`src/rtl/ysyx_25020037_scoreboard.sv`:
```
// Issue-side GPR scoreboard: tracks in-flight register writes from issue to
// writeback, stalls on RAW hazards and in-flight limits, and serialises
// ecall/mret/csr instructions behind an empty pipeline.
module ysyx_25020037_scoreboard #(
  parameter int unsigned NREG  = 16,
  parameter int unsigned CNT_W = 2,
  parameter int unsigned DEPTH = 4,
  parameter int unsigned TOT_W = 3
) (
  input  logic             clk,
  input  logic             rst,
  input  logic             issue_valid,
  output logic             issue_ready,
  input  logic [3:0]       issue_rd,
  input  logic             issue_we,
  input  logic [3:0]       issue_rs1,
  input  logic             issue_rs1_en,
  input  logic [3:0]       issue_rs2,
  input  logic             issue_rs2_en,
  input  logic             issue_serial,
  input  logic             wb_valid,
  input  logic [3:0]       wb_rd,
  input  logic             wb_we,
  input  logic             flush,
  output logic [NREG-1:0]  busy_vec,
  output logic [TOT_W-1:0] inflight,
  output logic             sb_err
);

  localparam logic [CNT_W-1:0] CNT_MAX = {CNT_W{1'b1}};
  localparam logic [TOT_W-1:0] TOT_LIM = TOT_W'(DEPTH);

  typedef enum logic [1:0] {
    S_RUN   = 2'd0,
    S_DRAIN = 2'd1,
    S_FLUSH = 2'd2
  } state_e;

  state_e           state_q, state_d;
  logic [CNT_W-1:0] cnt_q [NREG];
  logic [CNT_W-1:0] cnt_d [NREG];
  logic [TOT_W-1:0] tot_q, tot_d;
  logic             ser_pend_q, ser_pend_d;
  logic             err_q, err_d;

  logic raw, full, fire;
  logic inc_en, commit_en, same_reg, inc_ok, dec_ok, ovf, underflow;

  // Hazard, limit and handshake decode from registered counters only.
  always_comb begin
    raw  = (issue_rs1_en && issue_rs1 != 4'd0 && cnt_q[issue_rs1] != '0) ||
           (issue_rs2_en && issue_rs2 != 4'd0 && cnt_q[issue_rs2] != '0);
    full = (issue_we && issue_rd != 4'd0) &&
           (cnt_q[issue_rd] == CNT_MAX || tot_q == TOT_LIM);
    issue_ready = !rst && state_q == S_RUN && !flush && !raw && !full &&
                  (!issue_serial || tot_q == '0);
    fire = issue_valid && issue_ready;

    inc_en    = fire && issue_we && issue_rd != 4'd0;
    commit_en = wb_valid && wb_we && wb_rd != 4'd0 && !flush && state_q != S_FLUSH;
    same_reg  = inc_en && commit_en && issue_rd == wb_rd;
    // A same-register fire+commit nets to zero, so neither limit can trip.
    ovf       = inc_en && !same_reg && cnt_q[issue_rd] == CNT_MAX;
    underflow = commit_en && !same_reg && cnt_q[wb_rd] == '0;
    inc_ok    = inc_en && !ovf;
    dec_ok    = commit_en && !underflow;
  end

  // Next-state: counters, serial tracking, FSM and sticky error.
  always_comb begin
    state_d    = state_q;
    ser_pend_d = ser_pend_q;
    err_d      = err_q || ovf || underflow;
    tot_d      = tot_q + TOT_W'(inc_ok) - TOT_W'(dec_ok);
    for (int i = 0; i < NREG; i++) begin
      cnt_d[i] = cnt_q[i]
               + CNT_W'(inc_ok && issue_rd == 4'(i))
               - CNT_W'(dec_ok && wb_rd == 4'(i));
    end

    case (state_q)
      S_RUN: begin
        if (fire && issue_serial) begin
          state_d    = S_DRAIN;
          ser_pend_d = 1'b1;
        end
      end
      S_DRAIN: begin
        // Pipeline was empty at serial issue, so the first commit is it.
        if (wb_valid && ser_pend_q) begin
          state_d    = S_RUN;
          ser_pend_d = 1'b0;
        end
      end
      S_FLUSH: state_d = S_RUN;
      default: state_d = S_RUN;
    endcase

    if (flush) begin
      state_d    = S_FLUSH;
      ser_pend_d = 1'b0;
      tot_d      = '0;
      for (int i = 0; i < NREG; i++) cnt_d[i] = '0;
    end
  end

  // State registers with synchronous reset.
  always_ff @(posedge clk) begin
    if (rst) begin
      state_q    <= S_RUN;
      tot_q      <= '0;
      ser_pend_q <= 1'b0;
      err_q      <= 1'b0;
      for (int i = 0; i < NREG; i++) cnt_q[i] <= '0;
    end else begin
      state_q    <= state_d;
      tot_q      <= tot_d;
      ser_pend_q <= ser_pend_d;
      err_q      <= err_d;
      for (int i = 0; i < NREG; i++) cnt_q[i] <= cnt_d[i];
    end
  end

  // Status outputs derived directly from registered counters.
  always_comb begin
    for (int i = 0; i < NREG; i++) busy_vec[i] = cnt_q[i] != '0;
    inflight = tot_q;
    sb_err   = err_q;
  end

endmodule

```
`config.mk`:
```
export PLATFORM = sky130hd
export DESIGN_NAME = ysyx_25020037_scoreboard
export DESIGN_NICKNAME = d
export VERILOG_FILES = /design/src/rtl/ysyx_25020037_scoreboard.sv
export SDC_FILE = /design/constraint.sdc
export NUM_CORES = 1
export LEC_CHECK = 0
export BUFFER_PORTS_ARGS = -buffer_cell sky130_fd_sc_hd__buf_2
export CAP_MARGIN = 0
export CORE_UTILIZATION = 40
export DETAILED_ROUTE_END_ITERATION = 12
export PLACE_DENSITY = 0.61
export REMOVE_ABC_BUFFERS = 1
export SLEW_MARGIN = 10
export SYNTH_ARGS = -nofsm -noshare
export SYNTH_HDL_FRONTEND = slang
export SYNTH_SLANG_ARGS = --single-unit
```
`constraint.sdc`:
```
create_clock -name clk -period 4.3 [get_ports clk]
set_input_delay 0.86 -clock clk [delete_from_list [all_inputs] [get_ports clk]]
set_output_delay 0.86 -clock clk [all_outputs]
set_load 0.05 [all_outputs]
```
# Word level (Yosys, flattened, before mapping)
# Memories as Yosys holds them, arrays and structs flattened.
# Index checks and enable logic that the tools add are counted.
[classes]
n_eq_ne = 39
n_reduce_logical = 105
bitwise_logic = 16
addsub = 34
mux = 27
[ops]
columns = ["op", "n"]
rows = [
  ["$eq A4 B4 Y1 const B", 16],
  ["$logic_and A1 B1 Y1", 60],
  ["$mux W2", 19],
  ["$reduce_bool A2 Y1", 19],
  ["$add A2 B1 Y2", 16],
  ["$eq A4 B3 Y1 const B", 8],
  ["$mux W32", 1],
  ["$sub A2 B1 Y2", 16],
  ["$eq A4 B2 Y1 const B", 4],
  ["$or A1 B1 Y1", 16],
  ["$reduce_bool A4 Y1", 4],
  ["$eq A4 B1 Y1 const B", 2],
  ["$logic_not A1 Y1", 8],
  ["$logic_not A4 Y1", 2],
  ["$logic_or A1 B1 Y1", 5],
  ["$mux W1", 5],
  ["$eq A4 B4 Y1", 1],
  ["$logic_not A2 Y1", 2],
  ["$ne A2 B2 Y1 const B", 2],
  ["$pmux W2 S2", 1],
  ["$reduce_and A2 Y1", 2],
  ["$add A3 B1 Y3", 1],
  ["$eq A3 B3 Y1 const B", 1],
  ["$logic_not A3 Y1", 1],
  ["9 further kinds", 9],
]
[word_totals]
reg_bits = 7
out_inout_bits = 21
word_cells = 227
input_bits = 26
n_memories = 1
mem_bits_rw = 32
[mem_list]
columns = ["memory", "depth", "word_bits", "read_ports", "rd_ports_with_merged_regs", "write_ports", "line", "source"]
rows = [
  ["cnt_q", 16, 2, 20, 0, 16, "40", "logic [CNT_W-1:0] cnt_q [NREG];"],
]

# Depth between registers and ports, before layout
# Gate-level depths: netlist of run 1.
[logic_depth]
word_depth = 23
ltp_mapped = 18
mapped_depth_nobuf = 16

# Worst setup path before layout of run 1
# OpenSTA, ideal clock, no wires.
[synth_timing]
kind = "input to register"
from = "input port issue_rd[0]"
to = "register tot_q[2] (netlist: inflight[2])"
path_buffers = 2
stages = 17
t_required_ns = 4.172
path_slack_ns = 0.421
setup_time_ns = 0.128
arrival_time_ns = 3.751
path_cell_list = "buf_6 > mux4_2 > a22oi_1 > o211ai_1 > nand2_1 > and4_4 > a31oi_4 > buf_6 > a211oi_2 > ha_1 > inv_1 > ha_1 > inv_1 > fa_1 > xor2_1 > xnor2_1 > nor2_1"
[synth_between]
elab_chain_len = 19
word_cells_on_any_way = 26
classes_between = "2 x add/sub; 2 x eq/ne; 21 x reduce/logical; 1 x memory"
[synth_lines]
columns = ["item", "line", "source"]
rows = [
  ["start: declaration", "14", "input logic [3:0] issue_rd,"],
  ["$mem_v2 Z16 W2", "n/a", ""],
  ["$eq A2 B2 Y1", "54, 63", ""],
  ["$logic_or A1 B1 Y1", "54", "(cnt_q[issue_rd] == CNT_MAX || tot_q == TOT_LIM);"],
  ["$logic_and A1 B1 Y1", "53", "full = (issue_we && issue_rd != 4'd0) &&"],
  ["$logic_not A1 Y1", "55", "issue_ready = !rst && state_q == S_RUN && !flush && !raw && !full &&"],
  ["$logic_and A1 B1 Y1 (2 in a row)", "55", ""],
  ["$logic_and A1 B1 Y1", "57", "fire = issue_valid && issue_ready;"],
  ["$logic_and A1 B1 Y1 (2 in a row)", "59", "inc_en = fire && issue_we && issue_rd != 4'd0;"],
  ["$logic_and A1 B1 Y1 (2 in a row)", "61", "same_reg = inc_en && commit_en && issue_rd == wb_rd;"],
  ["$logic_not A1 Y1", "63, 64", ""],
  ["$logic_and A1 B1 Y1 (2 in a row)", "63", "ovf = inc_en && !same_reg && cnt_q[issue_rd] == CNT_MAX;"],
  ["$logic_not A1 Y1", "65", "inc_ok = inc_en && !ovf;"],
  ["$logic_and A1 B1 Y1", "65", ""],
  ["$add A3 B1 Y3", "74", "tot_d = tot_q + TOT_W'(inc_ok) - TOT_W'(dec_ok);"],
  ["$sub A3 B1 Y3 *", "74", ""],
  ["end signal: assignment", "117", "tot_q <= tot_d;"],
  ["end: declaration", "42", "logic [TOT_W-1:0] tot_q, tot_d;"],
]
# Mark *: on every way between the ends. The rest lies on a longest branch, timed or not.
# A chain may end at the register's enable or synchronous reset.

==> metrics.md, run 1 <==
| Metric | Value |
|---|---|
| Worst path most repeated cell | ha_1 |
| Largest family of logic cells by synthesized area | simple AND/OR/NAND/NOR gates |
| Fin crit share | 87.9% |
| Placed cells | 501 |
| Delay-heaviest family, CP | simple AND/OR/NAND/NOR gates |
| Tmin final | 3.78 ns |
| Initial antenna violation count | 0 |
| Non-Filler Instances | 509 |
| Critical Path RT | approximately 4.5 ns |
| Clock root buffer | clkbuf_8 |
| Area share of the largest cell type after synthesis | 24.1% |
| Htree depth | 2 |
| First-pass GRT wire length | 13600 um |
| Setup CP Type | primary input to flop |
| Distinct cells, synth | 54 |
| Status | finished, final reports clean |
| Pleak | around 1.8 nW |
| Number of I/O port buffers | 46 |
| Routed WL | 8270 um |
| Maxcap violations | 0 |
| Final setup violation count | 0 |
| RSZ-0062 raised after global routing | no |
| GR Util met2 | 33.2% |
| Simple logic cell fraction of the synthesized area | about a quarter |
| Maximum clock frequency | 0.265 GHz |
| Clock tree buffer depth | 2 |
| CP cell instances | buf_2 -> mux4_2 -> a22oi_1 -> o211ai_1 -> nand2_1 -> and4_4 -> a31oi_4 -> buf_4 -> nor4_1 -> ha_1 -> inv_1 -> ha_1 -> xor2_1 -> xnor2_1 -> nor2_1 |
| Cts hold-fix bufs | 0 |
| Setup TNS Final | 0 ns |
| Die area | 8450 um2 |
| CTS resizes | 0 |
| CP Max Fanout | 11 |
| Area delta synth->final | 12.6% |
| Die Ht | 91.9 um |
| # IOs | 47 |
| Post-route ant nets | 0 |
| Worst-Skew Late Latency | 0.29 ns |
| Post-CTS Setup Bufs | 0 |
| GRT met3 Usage | 3.98% |
| DR WL/cell | around 16 um |
| Final Hold Vio Count | 0 |
| Share of cells above drive strength 1 | between 20 and 25% |
| Tot GR Track Use | 20.8% |
| Synthesis-stage register bit count | 39 |
| Final GP Congestion | 0.888 |
| VDD IR max | approximately 120 uV |
| Slowest stage delay, CP | 0.55 ns |
| Post-Syn Area per Cell | 8.96 um2 |
| Ys flop type | dfxtp_1 |
| Cell row count | 32 |
| Largest cells by area after synthesis | dfxtp_1, ha_1, mux4_2 |
| GR Util met1 | 28.2% |
| Yosys top cell by area | dfxtp_1 |
| Crit path launch type | primary input |
| GRT Max-Usage Layer | met2 |
| Slowest stage cell, crit path | mux4_2 |
| Vias in the first global route | 2590 |
| Synthesized cell area | 3230 um2 |
| Adder-Cell Fraction of Synth Area | 13.8% |
| Via Count | 2716 |
| CTS Buf Count | 5 |
| Register area share after synthesis | 24.1% |
| CP bufs+invs | 3 |
| Nets | 467 |
| CORE AREA | roughly 8000 um2 |
| Post-synthesis mux area share | a little under an eighth |
| Ys Warns | 0 |
| Grt total ovfl | 0 |
| Final Max Tran Viols | 0 |
| Post-synth EDFFs | 0 |
| Pwr Density | 206 nW/um2 |
| Final Skew | about 0.0034 ns |
| Critical path arrival | 3.96 ns |
| Starting density of the core | 41.6% |
| TritonRoute pass-1 iters | 6 |
| Residual DRC | 0 |
| Ys async rst share | 0% |
| Pin count of the biggest net entering global routing | 20 |
| CTS tree | done |
| Synth Area in Compound Gates | 7.51% |
| Synthesized netlist cell count | 361 |
| Clock sinks | 39 |
| Drt via density | 5.34 |
| Die width | 91.9 um |
| DRT iter0 DRCs | roughly 130 |
| DP HPWL | 6500 um |
| Synth Area in XOR/XNOR | 10.3% |
| Antenna diodes | 0 |
| Crit. End Element | flop |
| Fill count | 784 |
| Clk slew on worst S/H paths | 0.08 ns |
| Core Util, Final | 46.9% |
| Hold Crit Class | flop to flop |
## routing by layer
metal,vias up,share of wire (%)
met4,0,2.1
li1,1319,-
met5,-,0
met1,1296,46
met2,88,46
met3,13,6.0
## cell families after synthesis
logic type,after synthesis
DFF,39
AOI/OAI and AO/OA,27
xor gates and xnor gates,38
adders and majority gates,35
and+or+nand+nor,139
other,1
buffers and inverters,66
muxes,16
## per-stage QoR
| step | setup slack (ns) | cell area [um2] | power [mW] | hold slack, ns |
|---|---|---|---|---|
| after floorplan | 0.398 | 3150 | 0.455 | 0.461 |
| after CTS | 0.492 | 3640 | 0.755 | 0.481 |
| final | 0.521 | 3640 | 0.749 | 0.483 |
| after global routing | 0.298 | 3640 | 0.787 | 0.498 |
| after detailed placement | 0.177 | 3560 | 0.510 | 0.463 |
| after global placement | 0.265 | 3560 | 0.508 | 0.459 |
## report_power, final
| part | internal [mW] | switching (mW) |
|---|---|---|
| sequential | 0.365 | 0.00430 |
| combinational | 0.0480 | 0.0852 |
| clock | 0.114 | 0.133 |
## flip-flops by register name, summed over array words and instances, names as in the netlist
register,flops
cnt_q,32
inflight,3
state_q,2
sb_err,1
ser_pend_q,1
## worst paths after layout
check	from	to	slack (ns)	cells past startpoint
min reg2reg	sb_err	sb_err	0.48	1
max	issue_rd[0]	cnt_q[10][1]	0.52	15
max reg2reg	cnt_q[15][1]	cnt_q[10][1]	0.86	14
min	sb_err	sb_err	0.48	1
## cells in the mapped netlist (2+ instances only)
master    number
and2_1        17
xor2_1        21
ha_1          34
nor4b_1        3
or2_2          2
nand2_1       15
a31o_2         2
a22oi_1        2
dfxtp_1       39
nor4_1        11
nor2_1        42
clkbuf_1       6
xnor2_1       17
nor2b_1        5
nand3_1        4
o211ai_1       5
inv_1         49
buf_1          2
nor4_2         6
buf_2          5
nand2b_1       9
a21oi_1        4
mux4_2        15
nor3_1        14
buf_6          3
## area by class of cell
type	count	area, um2	share of cell area (%)
flip-flops and latches	39	781	21.5
multi-input cells	257	2180	59.9
repair buffers	53	283	7.77
clock buffers	7	76.3	2.10
well taps	102	128	3.51
clock inverters	1	5.00	0.138
inverters	50	188	5.16
## cells in the final DEF, fill, tap and decap left out, types with 2 or more instances in the layout
| cell | instances |
|---|---|
| inv_1 | 49 |
| buf_2 | 46 |
| nor2_1 | 42 |
| dfxtp_1 | 39 |
| ha_1 | 34 |
| xor2_1 | 21 |
| and2_1 | 17 |
| xnor2_1 | 17 |
| nand2_1 | 15 |
| mux4_2 | 15 |
| nor3_1 | 14 |
| nor4_1 | 11 |
| nand2b_1 | 9 |
| buf_4 | 7 |
| nor4_2 | 6 |
| o211ai_1 | 5 |
| nor2b_1 | 5 |
| clkbuf_8 | 5 |
| a21oi_1 | 4 |
| nand3_1 | 4 |
| nor4b_1 | 3 |
| a22oi_1 | 2 |
| or2_2 | 2 |
| a31o_2 | 2 |
| conb_1 | 2 |
| clkbuf_1 | 2 |
Power figures use the tool's default switching activity.
==> run 2, diff against run 1 <==
Settings changed: CTS_BUF_LIST set to sky130_fd_sc_hd__clkbuf_16, PLACE_DENSITY 0.61 to not set, PLACE_DENSITY_LB_ADDON set to 0.25, SKIP_LAST_GASP set to 1.
==> metrics.md, run 2 (synthesis gave the netlist of run 1 again) <==
| Metric | Value |
|---|---|
| Status | finished, final reports clean |
| Clock tree buffer depth | 2 (unchanged) |
| Tot GR Track Use | 20.6% (-0.24 points) |
| # IOs | 47 (unchanged) |
| Clock root buffer | clkbuf_16 |
| Final Max Tran Viols | 0 (unchanged) |
| CP cell instances | buf_2 -> buf_4 -> mux4_2 -> nand2_1 -> nand3_1 -> nand2_1 -> and4_4 -> a31oi_4 -> buf_4 -> nor4_2 -> ha_1 -> inv_1 -> ha_1 -> xor2_1 -> xnor2_1 -> nor2_1 |
| RSZ-0062 raised after global routing | no |
| Hold path endpoint | sb_err |
| Share of cells above drive strength 1 | 23.0% (-0.13 points) |
| Residual DRC | 0 (unchanged) |
| Routed WL | 8190 um (-0.98%) |
| Core Util, Final | 47.4% (+0.58 points) |
| Clk slew on worst S/H paths | 0.06 ns (-0.02 ns) |
| Via Count | 2664 (-1.9%) |
| Pin count of the biggest net entering global routing | 20 (unchanged) |
| Worst Tran Pin Value | ~0.6 ns |
| Most common cell after layout, fill and taps aside | inv_1 |
| Maxcap violations | 0 (unchanged) |
| CTS resizes | 0 (unchanged) |
| Hold_sp | sb_err |
| Post-CTS Setup Bufs | 0 (unchanged) |
| Number of I/O port buffers | 46 (unchanged) |
| Worst-Skew Late Latency | 0.28 ns (about the same) |
| Biggest register | cnt_q |
| Maximum clock frequency | 0.260 GHz (-1.7%) |
| Die area | 8450 um2 (unchanged) |
| Final GP Congestion | 0.857 (-3.5%) |
| Crit. End Element | flop |
| Critical Path RT | 4.46 ns (-0.02 ns) |
| Cell row count | 32 (unchanged) |
| CTS tree | done |
| Die width | 91.9 um (unchanged) |
| Final Skew | 0.00435 ns (+0.000910 ns) |
| Worst flop-to-flop path endpoint | inflight[2] |
| DR WL/cell | 16.2 um (-0.59%) |
| Slowest stage cell, crit path | mux4_2 |
| Critical path arrival | 4.01 ns (+0.05 ns) |
| CP Max Fanout | 10 (-1) |
| Nets | 466 (-0.21%) |
| DRT iter0 DRCs | 140 (+8.5%) |
| Final Hold Vio Count | 0 (unchanged) |
| Htree depth | 2 (unchanged) |
| Largest register FFs | 32 (unchanged) |
| Cts hold-fix bufs | 0 (unchanged) |
| Drt via density | 5.25 (-1.5%) |
| VDD IR max | 125 uV (+7.7%) |
| Tmin final | 3.85 ns (+0.0664 ns) |
| Antenna diodes | 0 (unchanged) |
| Starting density of the core | 41.6% (unchanged) |
| Slowest stage delay, CP | 0.51 ns (-0.04 ns) |
| Initial antenna violation count | 0 (unchanged) |
| Crit path launch type | primary input |
| Slew HR | around three fifths |
| Hold Crit Class | flop to flop |
| CORE AREA | 7770 um2 (unchanged) |
| Area delta synth->final | 14.0% |
| DP HPWL | 6420 um (-1.2%) |
| Final setup violation count | 0 (unchanged) |
| Reg-to-reg slack, setup | 0.84 ns (-0.02 ns) |
| Post-route ant nets | 0 (unchanged) |
| First-pass GRT wire length | 13600 um (+0.41%) |
| Vias in the first global route | 2657 (+2.6%) |
| Grt total ovfl | 0 (unchanged) |
| Fin crit share | 89.4% (+1.5 points) |
| Die Ht | 91.9 um (unchanged) |
| FF-to-FF path depth | 15 (+1) |
| Clock sinks | 39 (unchanged) |
| Hold path depth | 1 (unchanged) |
| Most frequent cells in the layout | inv_1, buf_2, nor2_1, dfxtp_1, ha_1 |
| Setup CP Type | primary input to flop |
| Pwr Density | 231 nW/um2 (+12%) |
| CTS Buf Count | 5 (unchanged) |
| Pleak | 1.83 nW (+1.1%) |
| TritonRoute pass-1 iters | 4 (-2) |
| Crit Reg-Reg Startpoint | cnt_q[9][0] |
| Setup TNS Final | 0 ns (unchanged) |
-- run 2: cell types whose count changed in the layout (fill, tap and decap cells not counted) --
| cell | delta |
|---|---|
| clkbuf_16 | +5 |
| clkbuf_8 | -5 |
| clkbuf_1 | -2 |
| buf_4 | -1 |
| clkinv_1 | +1 |
-- run 2: where the power goes --
| part | switching (mW) | internal (mW) |
|---|---|---|
| registers | 0.00369 | 0.366 |
| logic | 0.0851 | 0.0477 |
| clock network | 0.142 | 0.209 |
| total | 0.231 | 0.622 |
-- run 2: worst max-delay path by stage --
| stage | slack (ns) | endpoint | depth (start not counted) | start |
|---|---|---|---|---|
| 6_report | 0.45 | cnt_q[6][1] | 16 | issue_rd[0] |
| 3_3_place_gp | 0.26 | inflight[2] | 16 | issue_rd[0] |
| 3_5_place_dp | 0.16 | cnt_q[6][1] | 15 | issue_rd[0] |
| 2_1_floorplan | 0.40 | inflight[2] | 15 | issue_rs2[1] |
| 5_1_grt | 0.24 | inflight[2] | 16 | issue_rd[0] |
| 4_1_cts | 0.45 | cnt_q[6][1] | 16 | issue_rd[0] |
-- run 2: through the flow --
stage	instance area (um2)	instances	worst slack [ns]	power, mW	hold slack, ns
final	3680	507	0.455	0.852	0.493
after global routing	3680	507	0.244	0.884	0.517
after CTS	3680	507	0.446	0.858	0.495
after detailed placement	3550	500	0.155	0.510	0.473
after global placement	3550	500	0.257	0.507	0.476
after floorplan	3150	346	0.398	0.455	0.461
-- run 2: final cells by class --
| cell class | instances | area, um2 |
|---|---|---|
| clock buffer | 5 | 125 |
| clock inverter | 2 | 8.76 |
| fill | 782 | 4080 |
| inverter | 50 | 188 |
| multi-input combinational | 257 | 2180 |
| sequential | 39 | 781 |
| tap | 102 | 128 |
| timing repair buffer | 52 | 275 |
-- run 2: per-layer routing --
metal / GRT usage, % / vias up / part of all wire [%]
met5: 0 / - / 0
met4: 6.25 / 0 / 1.7
met3: 2.65 / 14 / 6.0
met2: 33.7 / 72 / 47
met1: 28.2 / 1264 / 46
li1: - / 1314 / -
-- run 2: worst max-delay path: cells and delay by family --
kind	cells	cell delay [ns]
simple gates	6	0.91
fa+ha+maj	2	0.46
compound gates	1	0.17
xor+xnor	2	0.30
mux	1	0.51
buf+inv	4	0.78
==> run 3, diff against run 2 <==
Settings changed: ABC_AREA set to 1, MAX_ROUTING_LAYER set to met4.
==> metrics.md, run 3 <==
| Metric | Value |
|---|---|
| Ys async rst share | 0% (unchanged) |
| Maximum clock frequency | 0.266 GHz (+2.5%) |
| DR WL/cell | 12.8 um (-21%) |
| Pre-CTS setup slack | 0.292 ns (+0.136 ns) |
| Final GP Congestion | 0.905 (+5.6%) |
| Ys Warns | 0 (unchanged) |
| Final setup violation count | 0 (unchanged) |
| Pleak | 2.14 nW (+17%) |
| DP HPWL | 6940 um (+8.1%) |
| Final Hold Vio Count | 0 (unchanged) |
| DRT iter0 DRCs | 161 (+15%) |
| Hold_sp | sb_err |
| Register area share after synthesis | 23.7% (-0.47 points) |
| Vias in the first global route | 3111 (+17%) |
| Initial antenna violation count | 0 (unchanged) |
| Worst Tran Pin Value | 0.513 ns (-0.0850 ns) |
| Tmin final | 3.75 ns (-0.0929 ns) |
| Cts hold-fix bufs | 0 (unchanged) |
| Post-synth EDFFs | 0 (unchanged) |
| Synthesis-stage register bit count | 39 (unchanged) |
| CTS Buf Count | 5 (unchanged) |
| CP Max Fanout | 14 (+4) |
| Share of cells above drive strength 1 | 11.1% (-12 points) |
| Worst path most repeated cell | nand2_1 |
| Ys flop type | dfxtp_1 |
| Crit path launch type | primary input |
| Biggest register | cnt_q |
| Drt via density | 4.92 (-6.4%) |
| Most frequent cells in the layout | nand2_1, inv_1, nor2_1, buf_2, dfxtp_1 |
| VDD IR max | 157 uV (+25%) |
| Yosys top cell by area | dfxtp_1 |
| Clock root buffer | clkbuf_16 |
| Post-Syn Area per Cell | 6.14 um2 (-31%) |
| Cell row count | 32 (unchanged) |
| Setup TNS Final | 0 ns (unchanged) |
| Most common cell after layout, fill and taps aside | nand2_1 |
| Clock tree buffer depth | 2 (unchanged) |
| Commonest cells post-synth | nand2_1, inv_1, nor2_1 |
| Final worst slack | 0.547 ns (+0.0929 ns) |
| TritonRoute pass-1 iters | 6 (+2) |
| Pin count of the biggest net entering global routing | 38 (+90%) |
| Count leader, synth | nand2_1 |
| Hold Crit Class | flop to flop |
| Crit. End Element | flop |
| Via Count | 3383 (+27%) |
| Setup CP Type | primary input to flop |
| Routed WL | 8810 um (+7.5%) |
| Grt total ovfl | 0 (unchanged) |
| CTS tree | done |
| Antenna diodes | 0 (unchanged) |
| Reg-to-reg slack, setup | 1.12 ns (+0.28 ns) |
| Number of I/O port buffers | 46 (unchanged) |
| Htree depth | 2 (unchanged) |
| Tot GR Track Use | 22.3% (+1.7 points) |
| Slowest stage cell, crit path | fa_1 |
| Residual DRC | 0 (unchanged) |
| Hold path depth | 2 (+1) |
| FF-to-FF path depth | 23 (+8) |
| Slew HR | 65.6% (+5.9 points) |
| Area share of the largest cell type after synthesis | 23.7% (-0.47 points) |
| Fin crit share | 87.3% (-2.2 points) |
| CORE AREA | 7850 um2 (+1.0%) |
| Post-route ant nets | 0 (unchanged) |
| Synthesized netlist cell count | 537 (+49%) |
| Critical path arrival | 3.91 ns (-0.10 ns) |
| CP startpoint | issue_rd[1] |
| Die width | 92.8 um (+0.96%) |
| First-pass GRT wire length | 14500 um (+6.6%) |
| Die Ht | 92.8 um (+0.96%) |
| Final Max Tran Viols | 0 (unchanged) |
| Die area | 8610 um2 (+1.9%) |
| Maxcap violations | 0 (unchanged) |
| Pwr Density | 246 nW/um2 (+6.3%) |
| Largest cells by area after synthesis | dfxtp_1, nand2_1, ha_1 |
| Crit Reg-Reg Startpoint | cnt_q[11][0] |
| Synthesized cell area | 3300 um2 (+2.0%) |
| Status | finished, final reports clean |
| Clock sinks | 39 (unchanged) |
| # IOs | 47 (unchanged) |
| Worst flop-to-flop path endpoint | inflight[2] |
| Starting density of the core | 42.0% (+0.39 points) |
| Distinct cells, synth | 32 (-41%) |
| Largest register FFs | 32 (unchanged) |
| Area delta synth->final | 15.3% |
| CTS resizes | 0 (unchanged) |
| Hold path endpoint | sb_err |
| RSZ-0062 raised after global routing | no |
| Post-CTS Setup Bufs | 0 (unchanged) |
| Critical Path RT | 4.46 ns (about the same) |
| Slowest stage delay, CP | 0.37 ns (-0.14 ns) |
| Worst-Skew Late Latency | 0.29 ns (about the same) |
| Final Skew | 0.00840 ns (+0.00405 ns) |
| Total design power | 0.935 mW (+9.7%) |
| Clk slew on worst S/H paths | 0.06 ns (about the same) |
| Nets | 646 (+39%) |
-- run 3: changes by cell type after synthesis, moves of 9 or more --
cell      change
mux4_2       -15
nor4_1       -11
nor2_1       +45
o21ai_0      +10
nor3b_1      +16
xnor2_1      -13
nand2_1     +156
nand2b_1      -9
and2_1       -17
nor3_1       -14
inv_1        +47
-- run 3: worst max-delay path by stage --
| stage | to | slack [ns] | depth (start not counted) |
|---|---|---|---|
| floorplan | inflight[2] | 0.43 | 16 |
| global placement | inflight[2] | 0.42 | 26 |
| detailed placement | inflight[2] | 0.29 | 25 |
| CTS | inflight[2] | 0.58 | 25 |
| global route | inflight[2] | 0.21 | 25 |
| finish | inflight[2] | 0.55 | 25 |
-- run 3: kinds of logic (layout without fill, tap and decap cells) --
logic type	Yosys count	in the layout	synth area share, %
buffers and inverters	107	155	12.6
AOI/OAI and AO/OA	36	36	6.72
xor gates and xnor gates	21	21	5.58
other	1	2	0.114
adders and majority gates	35	35	13.5
and+or+nand+nor	298	298	37.8
DFF	39	39	23.7
-- run 3: cell type report --
| type | instances | area [um2] |
|---|---|---|
| clock buffers | 5 | 125 |
| multi-input cells | 392 | 2100 |
| flip-flops and latches | 39 | 781 |
| repair buffers | 49 | 253 |
| fillers | 842 | 4050 |
| inverters | 98 | 368 |
| well taps | 102 | 128 |
| clock inverters | 3 | 43.8 |
-- run 3: power breakdown --
part           switching [mW]  internal, mW  total, mW
combinational          0.0895        0.0386      0.128
sequential            0.00308         0.365      0.368
clock                   0.165         0.274      0.439
-- run 3: critical path: cells and delay by family --
family | cells | cell delay, ns
buffers and inverters | 6 | 0.83
adders and majority gates | 3 | 0.72
and+or+nand+nor | 15 | 1.34
xor gates and xnor gates | 1 | 0.17
-- run 3: per-layer routing --
layer	global-route usage, %	vias up	routed length [um]
met5	-	-	0
met4	6.92	0	174
met3	4.93	15	716
met2	35.4	125	3820
met1	28.1	1509	4100
li1	-	1734	-
-- run 3: through the flow --
step	util [%]	hold slack, ns	area, um2	std cells
CTS	48.5	0.467	3800	688
global route	48.5	0.481	3800	688
floorplan	-	0.444	3250	529
finish	48.5	0.461	3800	688
detailed placement	46.3	0.458	3630	680
global placement	46.3	0.458	3630	680
